<file path="src/rtl/stopwatch_pkg.sv">
// Shared types and constants for the stopwatch control core.
package stopwatch_pkg;

  typedef enum logic [1:0] {
    IDLE  = 2'd0,
    RUN   = 2'd1,
    PAUSE = 2'd2,
    LAP   = 2'd3
  } sw_state_e;

  localparam int DIG_MAX_DEC  = 9;
  localparam int DIG_MAX_HEX6 = 5;
  localparam int NUM_DIG      = 6;

  typedef logic [3:0] bcd_digit_t;

  // Digit order is c1,c10,s1,s10,m1,m10; the tens of seconds/minutes stop at 5.
  function automatic int digit_max(input int idx);
    return (idx == 3 || idx == 5) ? DIG_MAX_HEX6 : DIG_MAX_DEC;
  endfunction

endpackage

</file>
<file path="src/rtl/bcd_digit_cnt.sv">
// One BCD digit of the time counter; carry is combinational so a chain ripples in one cycle.
module bcd_digit_cnt
  import stopwatch_pkg::*;
#(
  parameter int MAX = DIG_MAX_DEC
) (
  input  logic       clk,
  input  logic       rst_n,
  input  logic       clr,
  input  logic       inc,
  output bcd_digit_t q,
  output logic       carry
);

  bcd_digit_t q_q, q_d;
  logic       at_max;

  assign at_max = (q_q == bcd_digit_t'(MAX));

  always_comb begin
    q_d = q_q;
    if (clr)      q_d = '0;
    else if (inc) q_d = at_max ? '0 : q_q + 4'd1;
  end

  always_ff @(posedge clk or negedge rst_n) begin
    if (!rst_n) q_q <= '0;
    else        q_q <= q_d;
  end

  assign q     = q_q;
  assign carry = inc & at_max;

endmodule

</file>
<file path="src/rtl/stopwatch_ctrl.sv">
// Stopwatch control: button edge detect, 4-state FSM, 1/100 s prescaler,
// mm:ss.cc BCD counter and lap latch feeding the display.
module stopwatch_ctrl
  import stopwatch_pkg::*;
#(
  parameter int CLK_HZ  = 50_000_000,
  parameter int TICK_HZ = 100,
  parameter int PRE_W   = 20
) (
  input  logic        clk,
  input  logic        rst_n,
  input  logic        btn_start_stop,
  input  logic        btn_lap,
  input  logic        btn_clear,
  output logic [23:0] time_bcd,
  output logic        run,
  output logic        lap_active,
  output logic        overflow,
  output logic [1:0]  state
);

  localparam int               TICK_DIV = CLK_HZ / TICK_HZ;
  localparam logic [PRE_W-1:0] PRE_LAST = PRE_W'(TICK_DIV - 1);

  logic             ss_q, lap_q, clr_q;
  logic             ss_rise, lap_rise, clr_rise;
  sw_state_e        state_q, state_d;
  logic             run_q, run_d, lap_act_q, lap_act_d, ovf_q, ovf_d;
  logic [PRE_W-1:0] pre_q, pre_d;
  logic [23:0]      lap_latch_q, lap_latch_d;
  logic             running, tick, go_clear, go_latch;
  logic [NUM_DIG-1:0] dig_inc, dig_carry;
  logic [23:0]      live_bcd;

  // Debouncer output is already synchronous; a single register is enough for edges.
  assign ss_rise  = btn_start_stop & ~ss_q;
  assign lap_rise = btn_lap & ~lap_q;
  assign clr_rise = btn_clear & ~clr_q;

  assign running = (state_q == RUN) || (state_q == LAP);
  assign tick    = running && (pre_q == PRE_LAST);

  // Priority clear > start_stop > lap, among edges legal in the current state.
  always_comb begin
    state_d  = state_q;
    go_clear = 1'b0;
    go_latch = 1'b0;
    case (state_q)
      IDLE: if (ss_rise) state_d = RUN;
      RUN, LAP: begin
        if (ss_rise) state_d = PAUSE;
        else if (lap_rise) begin
          state_d  = LAP;
          go_latch = 1'b1;
        end
      end
      PAUSE: begin
        if (clr_rise) begin
          state_d  = IDLE;
          go_clear = 1'b1;
        end else if (ss_rise) state_d = RUN;
      end
      default: state_d = IDLE;
    endcase
  end

  always_comb begin
    run_d       = (state_d == RUN) || (state_d == LAP);
    lap_act_d   = (state_d == LAP);
    lap_latch_d = go_latch ? live_bcd : lap_latch_q;
    pre_d       = pre_q;
    if (go_clear)     pre_d = '0;
    else if (tick)    pre_d = '0;
    else if (running) pre_d = pre_q + PRE_W'(1);
    ovf_d = ovf_q;
    if (go_clear)                ovf_d = 1'b0;
    else if (dig_carry[NUM_DIG-1]) ovf_d = 1'b1;
  end

  always_ff @(posedge clk or negedge rst_n) begin
    if (!rst_n) begin
      ss_q        <= 1'b0;
      lap_q       <= 1'b0;
      clr_q       <= 1'b0;
      state_q     <= IDLE;
      run_q       <= 1'b0;
      lap_act_q   <= 1'b0;
      ovf_q       <= 1'b0;
      pre_q       <= '0;
      lap_latch_q <= '0;
    end else begin
      ss_q        <= btn_start_stop;
      lap_q       <= btn_lap;
      clr_q       <= btn_clear;
      state_q     <= state_d;
      run_q       <= run_d;
      lap_act_q   <= lap_act_d;
      ovf_q       <= ovf_d;
      pre_q       <= pre_d;
      lap_latch_q <= lap_latch_d;
    end
  end

  for (genvar i = 0; i < NUM_DIG; i++) begin : g_dig
    if (i == 0) begin : g_lsd
      assign dig_inc[i] = tick;
    end else begin : g_up
      assign dig_inc[i] = dig_carry[i-1];
    end
    bcd_digit_cnt #(.MAX(digit_max(i))) u_dig (
      .clk   (clk),
      .rst_n (rst_n),
      .clr   (go_clear),
      .inc   (dig_inc[i]),
      .q     (live_bcd[4*i +: 4]),
      .carry (dig_carry[i])
    );
  end

  assign time_bcd   = (state_q == LAP) ? lap_latch_q : live_bcd;
  assign state      = state_q;
  assign run        = run_q;
  assign lap_active = lap_act_q;
  assign overflow   = ovf_q;

endmodule

</file>
<file path="config.mk">
export PLATFORM = sky130hd
export DESIGN_NAME = stopwatch_ctrl
export DESIGN_NICKNAME = d
export VERILOG_FILES = /design/src/rtl/stopwatch_pkg.sv /design/src/rtl/bcd_digit_cnt.sv /design/src/rtl/stopwatch_ctrl.sv
export SDC_FILE = /design/constraint.sdc
export NUM_CORES = 1
export LEC_CHECK = 0
export ABC_AREA = 1
export CORE_MARGIN = 3
export CORE_UTILIZATION = 39
export DETAILED_ROUTE_END_ITERATION = 10
export GPL_ROUTABILITY_DRIVEN = 0
export MAX_ROUTING_LAYER = met4
export SLEW_MARGIN = 0
export SYNTH_ARGS = -nofsm -noshare
export SYNTH_HDL_FRONTEND = slang
export SYNTH_SLANG_ARGS = --single-unit
</file>
<file path="constraint.sdc">
create_clock -name clk -period 3.01 [get_ports clk]
set_input_delay 0.4515 -clock clk [delete_from_list [all_inputs] [get_ports clk]]
set_output_delay 0.4515 -clock clk [all_outputs]
set_load 0.01 [all_outputs]
</file>
; Yosys cells after proc, flatten, opt, wreduce, memory -nomap -nowiden
; Index checks and enable logic that the tools add are counted.
[word_totals]
reg_bits = 76
in_bits = 5
output_inout_bits = 29
elab_cells = 93
[classes]
add_sub_neg = 7
n_eq_ne = 12
mux = 34
n_bitwise = 12
n_reduce_logical = 13
[ops]
columns = operator, count
row1 = $mux 4, 18
row2 = $mux 20, 3
row3 = $add 4x1->4 const B, 6
row4 = $mux 24, 1
row5 = $add 20x1->20 const B, 1
row6 = $eq 20x19->1 const B, 1
row7 = $eq 4x4->1 const B, 4
row8 = $reduce_bool 2->1, 7
row9 = $and 1x1->1, 9
row10 = $eq 4x3->1 const B, 2
row11 = $mux 2, 4
row12 = $mux 1, 7
row13 = $eq 2x2->1 const B, 3
row14 = $pmux 2 s3, 1
row15 = $eq 2x1->1 const B, 2
row16 = $not 1->1, 3
row17 = $reduce_bool 3->1, 1
row18 = $logic_not 2->1, 1
row19 = $logic_or 1x1->1, 2
row20 = $reduce_or 2->1, 1
row21 = $logic_and 1x1->1, 1

; Longest topological paths before layout
[depth]
word_depth = 11
depth_mapped = 13

; By module
; A second synthesis with hierarchy kept.
[unflattened]
cells_unflattened = 606
hier_area_um2 = 4299.1
[by_module_without_submodules]
columns = module, instances, cells_each, area_each_um2, seq_area_each_um2
row1 = stopwatch_ctrl, 1, 366, 2712.6, 1276.2
row2 = bcd_digit_cnt (g_dig[0].u_dig ...), 4, 40, 265.3, 100.1
row3 = bcd_digit_cnt (g_dig[3].u_dig ...), 2, 40, 262.8, 100.1

; Worst setup path before layout
; OpenSTA, ideal clock, no wires.
[synth_timing]
path_type = register -> output
from = register state_q[0] (netlist: state[0])
to = output port time_bcd[10]
arrival_ps = 1349
t_required_ps = 2558
path_slack_ps = 1209
stages_incl_launch_ff = 6
path_buffers = 3
path_cell_list = dfrtp_1 > buf_6 > nand2_1 > clkbuf_1 > clkbuf_1 > a21oi_1
[synth_via]
elab_chain_cells = 2
[synth_lines]
columns = item, line_no
row1 = "start, declared", stopwatch_ctrl.sv:27  ; sw_state_e state_q, state_d;
row2 = "start signal, assigned", stopwatch_ctrl.sv:95  ; state_q <= state_d;
row3 = $eq 2x2->1, stopwatch_ctrl.sv:120  ; assign time_bcd = (state_q == LAP) ? lap_latch_q : live_bcd;
row4 = $mux 24, stopwatch_ctrl.sv:120
row5 = "end, declared", stopwatch_ctrl.sv:15  ; output logic [23:0] time_bcd,
; Every way passes these cells.

; Final worst setup path
[layout_timing]
from = register state_q[0] (netlist: state[0])
to = output port time_bcd[23]
; The elaborated chain is that of the path after synthesis.

==> flow_summary.toml <==
[run_status]
outcome = "finished clean"

[global_routing]
grt-ovfl-total = 0
first_global_vias = 3171
antenna_found_initial = 0
grt_max_degree = 77
grt_pass1_wl_mm = 15.0
grtUsageTotal = 0.167

[hold_path]
hold_class = "in2async"

[critical_path]
r2r-end = "pre_q[17]"
ff2ff_path_depth = 9
crit_required_ps = 2560
crit_fanout = 48
end_kind = "output pin"
cp.buffers_inverters = 2
arrival_ps = 2200
path_class = "reg2out"
critPathTopFamily = "buffers and inverters"
crit_chain = "nand2_1 > buf_4 > nor2_1 > a21oi_1 > clkdlybuf4s50_1"
r2r-start = "state[0]"
cp.depth = 5
cp_slowest_stage_delay_ps = 560
crit_slowest_cell = "clkdlybuf4s50_1"
r2r_setup_slack_ps = 1100
cp-start-kind = "flip-flop"

[routing]
drcViolationCount = 0
ant_nets = 0
wirelength_mm = 8.59
num_vias = 3191
vias_per_cell = 4.95
drtIter0Drc = 180
first_pass_iters = 4
wire_per_inst_um = 13.3

[sta]
fmax_mhz = 377
clock_skew_ps = 13.5
hold_violations = 0
drv_slew = 0
tns_ps = 0
worst_pin_slew_ps = 968
grt_setup_unrepaired = "no"
timing.final.crit_share = 0.882
slew_headroom = 0.355
min_period_ps = 2660
setup_viol = 0

[finish]
area.sequential_um2 = 1900
n_antenna_cell = 0
utilization = 0.469
fill_cells = 951
drive_above_1_share = 0.117
multi_input_comb_area_um2 = 1900
syn2layout_area_growth_pct = 14.6
fin_nets = 524
final_area_um2 = 4670

[synth]
synth_compound_area_frac = 0.125
synthMuxAreaShare = 0
synth_fa_ha_area_frac = 0.0399
yosysTopAreaCellShare = 0.467
synth-main-ff-cell = "dfrtp_1"
yosys.area_share.simple = 0.264
ys_top_cells_by_area = "dfrtp_1 (47%), nand2_1 (6.5%), nor2_1 (5.6%)"
synth-edff-count = 0
ys_seq_elements = 76
synthCells = 474
synthArstFlopShare = 1.00
syn-num-nets = 492
syn_avg_cell_area_um2 = 8.59
synth_top_area_cell = "dfrtp_1"
yosysSeqAreaShare = 0.467
synth-xor-area-share = 0.0366
yosysWarningCount = 0
syn_area_um2 = 4070
synth_top_family_by_area = "simple AND/OR/NAND/NOR gates"
yosysUniqueCellTypes = 40

[clocking]
cts_setup_buffers = 0
h-tree-depth = 3
clk_pin_slew_ps = 80
cts_tree = "built"
hold_buffers = 0
cts_buffer_depth = 2
cts_made_buffers = 9
ctsResizeCount = 0
cts_sinks = 76
clk_latency_ps = 350
clock-root-buffer = "clkbuf_8"

[floorplan]
fp.coreArea_um2 = 9950
die_area_um2 = 11700
die_x_um = 108
initial_utilization = 0.409
num_rows = 36
die_y_um = 108
io-pin-count = 34

[pwr]
ir_drop_v = 0.000217
powerDensity_nw_per_um2 = 632
p_leak_uw = 0.00227

[placement]
io_buffers = 33
place_area_um2 = 4510
dp_hpwl_mm = 5.96

[run]
maxCapViolCount = 0
==> metal layers <==
metal	part of all wire	global-route usage	wire length [µm]	vias up
met5	0	-	0	-
met1	0.48	0.219	4130	1508
met3	0.028	0.0245	237	12
li1	-	-	-	1623
met2	0.47	0.261	4070	48
met4	0.019	0.0667	164	0
==> cells in the final DEF (no fill, tap or decap), drive strengths merged, types with 5 or more instances in the layout <==
cell type      count
a21oi             38
clkbuf            11
clkdlybuf4s50     32
clkinv             5
dfrtp             76
ha                13
inv               52
nand2             81
nand3             26
nand4             11
nor2              73
nor3              10
o21ai             45
o22ai              5
xor2              13
==> per-stage QoR <==
| step | hold WS [ps] | worst slack, ps | instances | power (µW) |
|---|---|---|---|---|
| after floorplan | 156 | 1210 | 474 | 1900 |
| after global placement | 468 | 639 | 628 | 2290 |
| after detailed placement | 474 | 633 | 628 | 2310 |
| after CTS | 294 | 308 | 644 | 2990 |
| after global routing | 331 | 128 | 644 | 3170 |
| final | 240 | 354 | 644 | 2950 |
==> synthesized netlist by cell type (7+ instances only) <==
cell type,count
inv_2,8
o21ai_1,10
inv_1,42
xor2_1,13
dfrtp_1,76
nor2_1,61
nand2_1,71
nand4_1,9
nand3_1,25
nor3_1,7
o21ai_0,31
a21oi_1,38
clkbuf_1,8
ha_1,13
==> where the power goes <==
part / total [µW] / internal (µW) / switching [µW] / leakage, µW
registers: 1320 / 1180 / 137 / 0.000992
clock network: 672 / 296 / 376 / 0.0000868
logic: 960 / 431 / 529 / 0.00119
==> flip-flops by register name (all words and copies together) (netlist names) <==
name / cells
overflow: 1
ss_q: 1
state: 2
run: 1
lap_active: 1
lap_latch_q: 24
clr_q: 1
g_dig.u_dig.q: 24
pre_q: 20
lap_q: 1
==> area by class of cell <==
| type | instances | share of cell area |
|---|---|---|
| clock inverter | 5 | 0.00617 |
| timing repair buffer | 35 | 0.0735 |
| inverter | 52 | 0.0429 |
| multi-input combinational | 332 | 0.406 |
| sequential | 76 | 0.408 |
| clock buffer | 11 | 0.0282 |
| tap | 133 | 0.0357 |
==> cell families (layout without fill, tap and decap cells) <==
family | after synthesis | in the layout
and+or+nand+nor | 208 | 208
DFF | 76 | 76
buffers and inverters | 66 | 103
xor gates and xnor gates | 17 | 17
AOI/OAI and AO/OA | 94 | 94
adders and majority gates | 13 | 13
==> worst max-delay path by stage <==
stage	startpoint	slack (ps)	to
2_1_floorplan	state[0]	1210	time_bcd[10]
3_3_place_gp	btn_clear	640	pre_q[19]
3_5_place_dp	btn_clear	630	pre_q[19]
4_1_cts	state[0]	310	time_bcd[4]
5_1_grt	state[0]	130	time_bcd[6]
6_report	state[0]	350	time_bcd[23]
(Power assumes the default switching activity.)
